===== config.mk =====
export PLATFORM = sky130hd
export DESIGN_NAME = ps2_frame_receiver
export DESIGN_NICKNAME = d
export VERILOG_FILES = /design/src/rtl/ps2_frame_receiver.sv
export SDC_FILE = /design/constraint.sdc
export NUM_CORES = 1
export LEC_CHECK = 0
export ABC_CLOCK_PERIOD_IN_PS = 2200
export BUFFER_PORTS_ARGS = -buffer_cell sky130_fd_sc_hd__clkbuf_2
export CORE_ASPECT_RATIO = 1.2
export CORE_MARGIN = 8
export CORE_UTILIZATION = 53
export DETAILED_ROUTE_END_ITERATION = 10
export PLACE_DENSITY = 0.74
export SLEW_MARGIN = 15
export SYNTH_ARGS = -nofsm -noshare
export SYNTH_HDL_FRONTEND = slang
export SYNTH_SLANG_ARGS = --single-unit

===== constraint.sdc =====
create_clock -name clk -period 2.2 [get_ports clk]
set_input_delay 0.44 -clock clk [delete_from_list [all_inputs] [get_ports clk]]
set_output_delay 0.44 -clock clk [all_outputs]
set_load 0.03 [all_outputs]

===== src/rtl/ps2_frame_receiver.sv =====
// ps2_frame_receiver: synchronous PS/2 deserializer folding E0/F0 prefixes into key events with a valid/ack handshake.
module ps2_frame_receiver #(
    parameter int FILTER_LEN     = 4,
    parameter int TIMEOUT_CYCLES = 50000,
    parameter int TIMEOUT_W      = 16
) (
    input  logic       clk,
    input  logic       rst_n,
    input  logic       PS2_Clock,
    input  logic       PS2_Data,
    output logic [7:0] code,
    output logic       is_break,
    output logic       is_ext,
    output logic       valid,
    input  logic       ack,
    output logic       frame_err,
    output logic       overrun
);
    localparam int FW = $clog2(FILTER_LEN + 1);
    typedef enum logic [1:0] {IDLE, DATA, PARITY, STOP} state_t;
    state_t state_q, state_d;
    logic clk_s1_q, clk_s2_q, dat_s1_q, dat_s2_q;
    logic clk_f_q, clk_f_d;
    logic [FW-1:0] flt_q, flt_d;
    logic [2:0] bit_cnt_q, bit_cnt_d;
    logic [7:0] shift_q, shift_d;
    logic par_q, par_d;
    logic [TIMEOUT_W-1:0] to_q, to_d;
    logic ext_pend_q, ext_pend_d, brk_pend_q, brk_pend_d;
    logic [7:0] code_q, code_d;
    logic is_break_q, is_break_d, is_ext_q, is_ext_d, valid_q, valid_d;
    logic frame_err_q, frame_err_d, overrun_q, overrun_d;
    logic fall, err, byte_done, timeout, is_e0, is_f0, ev;

    // Filtered clock flips only after FILTER_LEN consecutive samples of the new level.
    always_comb begin
        flt_d   = '0;
        clk_f_d = clk_f_q;
        if (clk_s2_q != clk_f_q) begin
            if (flt_q == FW'(FILTER_LEN - 1)) clk_f_d = clk_s2_q;
            else flt_d = flt_q + 1'b1;
        end
        fall    = clk_f_q & ~clk_f_d;
        timeout = (state_q != IDLE) && !fall && (to_q == TIMEOUT_W'(TIMEOUT_CYCLES - 1));
        to_d    = (state_q == IDLE || fall) ? '0 : to_q + 1'b1;
    end

    always_comb begin
        state_d   = state_q;
        bit_cnt_d = bit_cnt_q;
        shift_d   = shift_q;
        par_d     = par_q;
        err       = 1'b0;
        byte_done = 1'b0;
        if (timeout) begin
            err     = 1'b1;
            state_d = IDLE;
        end else if (fall) begin
            case (state_q)
                IDLE: begin
                    if (dat_s2_q) err = 1'b1;
                    else begin
                        state_d   = DATA;
                        bit_cnt_d = 3'd0;
                    end
                end
                DATA: begin
                    shift_d   = {dat_s2_q, shift_q[7:1]};
                    bit_cnt_d = bit_cnt_q + 3'd1;
                    if (bit_cnt_q == 3'd7) state_d = PARITY;
                end
                PARITY: begin
                    par_d   = dat_s2_q;
                    state_d = STOP;
                end
                default: begin
                    state_d = IDLE;
                    if (dat_s2_q && (^shift_q ^ par_q)) byte_done = 1'b1;
                    else err = 1'b1;
                end
            endcase
        end
    end

    // Prefix bytes only arm pend flags; any other byte or an error consumes them.
    always_comb begin
        is_e0       = shift_q == 8'hE0;
        is_f0       = shift_q == 8'hF0;
        ev          = byte_done && !is_e0 && !is_f0;
        ext_pend_d  = (err || ev) ? 1'b0 : (byte_done && is_e0) ? 1'b1 : ext_pend_q;
        brk_pend_d  = (err || ev) ? 1'b0 : (byte_done && is_f0) ? 1'b1 : brk_pend_q;
        code_d      = code_q;
        is_break_d  = is_break_q;
        is_ext_d    = is_ext_q;
        valid_d     = valid_q;
        overrun_d   = 1'b0;
        frame_err_d = err;
        if (ev && (!valid_q || ack)) begin
            code_d     = shift_q;
            is_break_d = brk_pend_q;
            is_ext_d   = ext_pend_q;
            valid_d    = 1'b1;
        end else if (ev) begin
            overrun_d = 1'b1;
        end else if (valid_q && ack) begin
            valid_d = 1'b0;
        end
    end

    always_ff @(posedge clk or negedge rst_n) begin
        if (!rst_n) begin
            clk_s1_q    <= 1'b1;
            clk_s2_q    <= 1'b1;
            dat_s1_q    <= 1'b1;
            dat_s2_q    <= 1'b1;
            clk_f_q     <= 1'b1;
            flt_q       <= '0;
            state_q     <= IDLE;
            bit_cnt_q   <= 3'd0;
            shift_q     <= 8'h00;
            par_q       <= 1'b0;
            to_q        <= '0;
            ext_pend_q  <= 1'b0;
            brk_pend_q  <= 1'b0;
            code_q      <= 8'h00;
            is_break_q  <= 1'b0;
            is_ext_q    <= 1'b0;
            valid_q     <= 1'b0;
            frame_err_q <= 1'b0;
            overrun_q   <= 1'b0;
        end else begin
            clk_s1_q    <= PS2_Clock;
            clk_s2_q    <= clk_s1_q;
            dat_s1_q    <= PS2_Data;
            dat_s2_q    <= dat_s1_q;
            clk_f_q     <= clk_f_d;
            flt_q       <= flt_d;
            state_q     <= state_d;
            bit_cnt_q   <= bit_cnt_d;
            shift_q     <= shift_d;
            par_q       <= par_d;
            to_q        <= to_d;
            ext_pend_q  <= ext_pend_d;
            brk_pend_q  <= brk_pend_d;
            code_q      <= code_d;
            is_break_q  <= is_break_d;
            is_ext_q    <= is_ext_d;
            valid_q     <= valid_d;
            frame_err_q <= frame_err_d;
            overrun_q   <= overrun_d;
        end
    end

    assign code      = code_q;
    assign is_break  = is_break_q;
    assign is_ext    = is_ext_q;
    assign valid     = valid_q;
    assign frame_err = frame_err_q;
    assign overrun   = overrun_q;
endmodule


== After elaboration in Yosys (flattened, before gate mapping) ==
Cells that the tools add are included.

* Bits in registers: 53
* Input port bits: 5
* Output and inout bits: 13

* Bitwise gates (word level): 4
* Muxes and demuxes: 30
* Add/sub/neg operators: 3
* Equal/unequal tests: 12
* Reduce and logical (&&, ||, !) cells: 31

{| class="wikitable"
|+ Operators by type and width
! operator !! count
|-
| $mux W1 || 19
|-
| $add A16 B1 Y16 const B || 1
|-
| $eq A16 B16 Y1 const B || 1
|-
| $eq A8 B8 Y1 const B || 2
|-
| $mux W16 || 1
|-
| $reduce_bool A2 Y1 || 6
|-
| $logic_and A1 B1 Y1 || 9
|-
| $mux W3 || 3
|-
| $reduce_and A3 Y1 || 3
|-
| $mux W2 || 4
|-
| $reduce_xor A8 Y1 || 1
|-
| $add A3 B1 Y3 const B || 2
|-
| $ne A3 B3 Y1 const B || 2
|-
| $pmux W2 S3 || 1
|-
| $pmux W3 S2 || 1
|-
| $logic_not A1 Y1 || 4
|-
| $reduce_and A4 Y1 || 1
|-
| $eq A3 B2 Y1 const B || 1
|-
| $eq A3 B3 Y1 const B || 1
|-
| $logic_or A1 B1 Y1 || 3
|-
| $reduce_or A3 Y1 || 1
|-
| $eq A2 B1 Y1 const B || 1
|-
| $eq A2 B2 Y1 const B || 1
|-
| $logic_not A2 Y1 || 1
|-
| other kinds (9) || 10
|}

== Longest topological paths before layout ==
* Depth after elaboration: 14
* Mapped depth: 7

== Worst setup path before layout ==
No wires, ideal clock.

* Path kind: reg-to-reg
* From: register shift_q[1]
* To: register code_q[0], in the netlist code[0]
* Library setup time: 0.128 ns
* Path slack: 0.047 ns
* Arrival: 2.025 ns
* Cell stages (with the launch flop): 8
* Period minus slack after synthesis: 2.153 ns
* Data required time: 2.072 ns
* Path through: dfrtp_1 inv_1 ha_1 xnor3_1 xor2_1 and4_1 buf_4 mux2_1

* Cells in the longest elaborated chain, start to end: 10

{| class="wikitable"
|+ Ends and longest elaborated chain
! what !! RTL line !! text
|-
| from (decl) || 26 || <nowiki>logic [7:0] shift_q, shift_d;</nowiki>
|-
| from (signal assigned) || 140 || <nowiki>shift_q <= shift_d;</nowiki>
|-
| $reduce_xor A8 Y1 || 78 || <nowiki>if (dat_s2_q && (^shift_q ^ par_q)) byte_done = 1'b1;</nowiki>
|-
| $xor A1 B1 Y1 || 78 ||
|-
| $logic_and A1 B1 Y1 || 78 ||
|-
| $mux W1 || 78 ||
|-
| $mux W1 || 59 || <nowiki>case (state_q)</nowiki>
|-
| $mux W1 || 58 || <nowiki>end else if (fall) begin</nowiki>
|-
| $mux W1 || 55 || <nowiki>if (timeout) begin</nowiki>
|-
| $logic_and A1 B1 Y1 || 89 || <nowiki>ev = byte_done && !is_e0 && !is_f0;</nowiki>
|-
| $logic_and A1 B1 Y1 * || 89 ||
|-
| $logic_and A1 B1 Y1 * || 98 || <nowiki>if (ev && (!valid_q || ack)) begin</nowiki>
|-
| to (signal assigned) || 145 || <nowiki>code_q <= code_d;</nowiki>
|-
| to (decl) || 30 || <nowiki>logic [7:0] code_q, code_d;</nowiki>
|}

Mark *: on every way between the ends. The rest lies on a longest branch, timed or not.
A chain may end at the register's enable or synchronous reset.

== Worst setup path after layout ==
* From: register shift_q[7]
* To: register is_ext_q, in the netlist is_ext

* Cells in the longest elaborated chain, start to end: 10

{| class="wikitable"
|+ Ends and longest elaborated chain
! what !! RTL line !! text
|-
| $reduce_xor A8 Y1 || 78 ||
|-
| $xor A1 B1 Y1 || 78 ||
|-
| $logic_and A1 B1 Y1 || 78 ||
|-
| $mux W1 || 78 ||
|-
| $mux W1 || 59 ||
|-
| $mux W1 || 58 ||
|-
| $mux W1 || 55 ||
|-
| $logic_and A1 B1 Y1 || 89 ||
|-
| $logic_and A1 B1 Y1 * || 89 ||
|-
| $logic_and A1 B1 Y1 * || 98 ||
|-
| to (signal assigned) || 147 || <nowiki>is_ext_q <= is_ext_d;</nowiki>
|-
| to (decl) || 31 || <nowiki>logic is_break_q, is_break_d, is_ext_q, is_ext_d, valid_q, valid_d;</nowiki>
|}

Marked as above.

==> impl_metrics.py <==
metrics = {
    "run_status": {
        "status": "complete, no violations",
    },
    "min_path": {
        "holdCritPathClass": "input pin to asynchronous set/reset pin",
    },
    "cells_and_area": {
        "finish.net_count": 272,
        "most-common-layout-cells": "sky130_fd_sc_hd__dfrtp_1 (48), sky130_fd_sc_hd__nor2_1 (18), sky130_fd_sc_hd__nand2_1 (18)",
        "layout-drive-gt1-share": 0.224,
        "count_of_inserted_antenna_diode_cells": 0,
        "final_cells": 312,
        "area_delta_synth_final_pct": 16.3,
        "layout_commonest_cell": "sky130_fd_sc_hd__dfrtp_1",
        "n_fill_cell": 362,
        "finish.instance_area_sq_um": 2920,
    },
    "power_and_ir_drop": {
        "vdd_ir_drop_max_mv": 0.517,
        "power.clock.fraction": 0.287,
        "power.share.switching": 0.279,
        "power_switching_uw": 650,
        "power_leakage_uw": 0.00136,
        "p_seq_frac": 0.508,
        "p_total_uw": 2330,
        "internal-power_uw": 1680,
        "power.share.combinational": 0.205,
        "power_per_cell_area_nw_per_um2": 800,
    },
    "synth": {
        "synth_nets": 243,
        "synth_xor_area_frac": 0.0614,
        "synth_seq_cells": 53,
        "area_fraction_in_and_or_nand_and_nor_cells_after_synthesis": 0.172,
        "post_synth_instance_area_sq_um": 2510,
        "synth_enable_flop_cells": 0,
        "synthCells": 224,
        "ys_warn_count": 0,
        "combinational_family_with_the_most_area_after_synthesis": "simple AND/OR/NAND/NOR gates",
        "post_synth_mux_area_share": 0.0669,
        "synth-seq-area-share": 0.532,
        "yosysUniqueCellTypes": 41,
        "average_footprint_of_a_synthesized_cell_sq_um": 11.2,
        "synthArstFlopShare": 1.00,
        "synth_adder_area_share": 0.0699,
        "synth_compound_area_frac": 0.0664,
        "synth_top_flop_cell": "sky130_fd_sc_hd__dfrtp_1",
    },
    "clocking": {
        "cts_htree_levels": 2,
        "cts.path.max_buffers": 2,
        "cts_tree": "done",
        "insertion_delay_ps": 300,
        "cts_made_buffers": 5,
        "cts_hold_repair.buffers": 0,
        "clockRootBuffer": "sky130_fd_sc_hd__clkbuf_8",
        "clk_pin_slew_ps": 90,
        "cts.sinks": 53,
    },
    "setup_path": {
        "critPathRequiredTime_ps": 2390,
        "worst_ep_arrival_time_ps": 2390,
        "crit_buf_inv": 1,
        "cp_cell_sequence": "ha_1 -> xnor3_2 -> xor2_2 -> and4_4 -> clkbuf_16 -> mux2_4",
        "worst_setup_start_kind": "register",
        "critPathTopFamily": "XOR/XNOR gates",
        "crit_end_element": "register",
        "timing.critical_path.fanout_max": 5,
        "cpMaxStageDelayCell": "sky130_fd_sc_hd__xnor3_2",
        "timing.setup.critical_path_class": "register to register",
        "critical-path-max-stage-delay_ps": 450,
    },
    "route": {
        "route.final.wire_length_um": 4490,
        "vias": 1705,
        "first_drt_iteration_drcs": 67,
        "route.detailed.wl_per_inst_um": 14.4,
        "vias_per_cell": 5.46,
        "remaining_drc_errors": 0,
        "drtAntennaViolNets": 0,
        "first_pass_iters": 4,
    },
    "timing": {
        "final_number_of_hold_violating_endpoints": 0,
        "final.setup.worst_slack_ps": 5.15,
        "rsz0062_at_grt": "true",
        "final_min_period_over_clock_period": 0.998,
        "maxSlewViolCount": 0,
        "worst_slew_pin_slew_ps": 661,
        "clock_skew_ps": 6.71,
        "fin_setup_tns_ps": 0,
        "finalCriticalPeriod_ps": 2190,
        "fmax_mhz": 456,
        "maxSlewHeadroom": 0.560,
        "setup_violations": 0,
    },
    "floorplanning": {
        "die_width_um": 78.8,
        "die-height_um": 91.3,
        "start_util": 0.550,
        "ioPinCount": 18,
        "fp.coreArea_sq_um": 4560,
        "placement_rows": 27,
        "die-area_sq_um": 7190,
    },
    "grt": {
        "grt-ovfl-total": 0,
        "grt_start_max_net_pins": 29,
        "grt_antenna_before_repair": 0,
        "global_route_wire_length_before_repair_um": 7650,
        "vias_in_the_first_global_route": 1714,
        "track_usage": 0.130,
    },
    "placed_design": {
        "io_buffer_count": 17,
        "place.detailed.instances": 301,
        "routability_cong": 0.813,
        "dp_worst_setup_slack_ps": 13.8,
        "dpl.hpwl_um": 3190,
        "dpl_cell_area_sq_um": 2710,
    },
    "job": {
        "timing.max_cap.violations": 0,
    },
}
[state kept, by name, summed over array words and instances (netlist names), 2 cells and up]
| register | cells |
|---|---|
| code | 8 |
| flt_q | 3 |
| to_q | 16 |
| bit_cnt_q | 3 |
| state_q | 2 |
| shift_q | 8 |
[power groups by stage]
stage	sequential, uW	clock [uW]	combinational (uW)
2_1_floorplan	1180	0	339
3_3_place_gp	1200	0	429
3_5_place_dp	1210	0	449
4_1_cts	1190	692	450
5_1_grt	1200	730	554
6_report	1180	670	478
[cell type report]
| type | count | area, sq um | area share |
|---|---|---|---|
| flip-flops and latches | 53 | 1330 | 0.457 |
| clock buffers | 7 | 86.3 | 0.0296 |
| repair buffers | 27 | 203 | 0.0695 |
| clock inverters | 1 | 30.0 | 0.0103 |
| multi-input cells | 153 | 1140 | 0.392 |
| inverters | 13 | 48.8 | 0.0167 |
| well taps | 58 | 72.6 | 0.0249 |
[path summary, 6_finish.rpt]
| check | slack, ps | from | to | depth (start not counted) |
|---|---|---|---|---|
| worst max-delay path | 5 | shift_q[7] | is_ext | 6 |
| worst min-delay path | 150 | rst_n | code[6] | 1 |
| worst max register to register | 5 | shift_q[7] | is_ext | 6 |
| worst min register to register | 360 | dat_s1_q | dat_s2_q | 0 |
| max in group asynchronous | 1480 | rst_n | to_q[10] | 2 |
| min in group clk | 210 | PS2_Clock | clk_s1_q | 1 |
[Yosys cell counts, drive strengths merged, types with 4 or more instances]
master,instances,area share
a21oi,4,0.0080
inv,13,0.019
nand2,18,0.027
mux2,14,0.063
dfstp,5,0.052
ha,14,0.070
xnor2,11,0.038
nor2,18,0.027
xor2,4,0.014
nor4,6,0.015
nand4,4,0.010
and3,5,0.012
nand3,8,0.016
o21ai,15,0.030
dfrtp,48,0.48
[what timing repair did]
action,4_1_cts,5_1_grt
setup buffers,0,2
endpoints found under the setup margin,0,10
endpoints found under the hold margin,0,0
gates resized for setup,0,14
[cells by family after synthesis]
group	Yosys count
flip-flops	53
AND/OR/NAND/NOR	80
multiplexers	15
buffers and inverters	18
AO/OA/AOI/OAI	28
XOR/XNOR	16
adder cells (fa/ha/maj)	14
[stage by stage]
| step | util | hold slack, ps |
|---|---|---|
| 6_report | 0.639 | 150 |
| 5_1_grt | 0.639 | 187 |
| 4_1_cts | 0.620 | 168 |
| 3_5_place_dp | 0.594 | 347 |
| 3_3_place_gp | 0.594 | 347 |
| 2_1_floorplan | - | 144 |
[routing by layer]
metal  wire length, um  global-route usage  up-vias
met2              2320               0.223       29
met5                 0                   0        -
met3               180              0.0424        6
met1              1930               0.145      830
met4                59              0.0464        0
li1                  -                   -      840
Power figures use the tool's default switching activity.
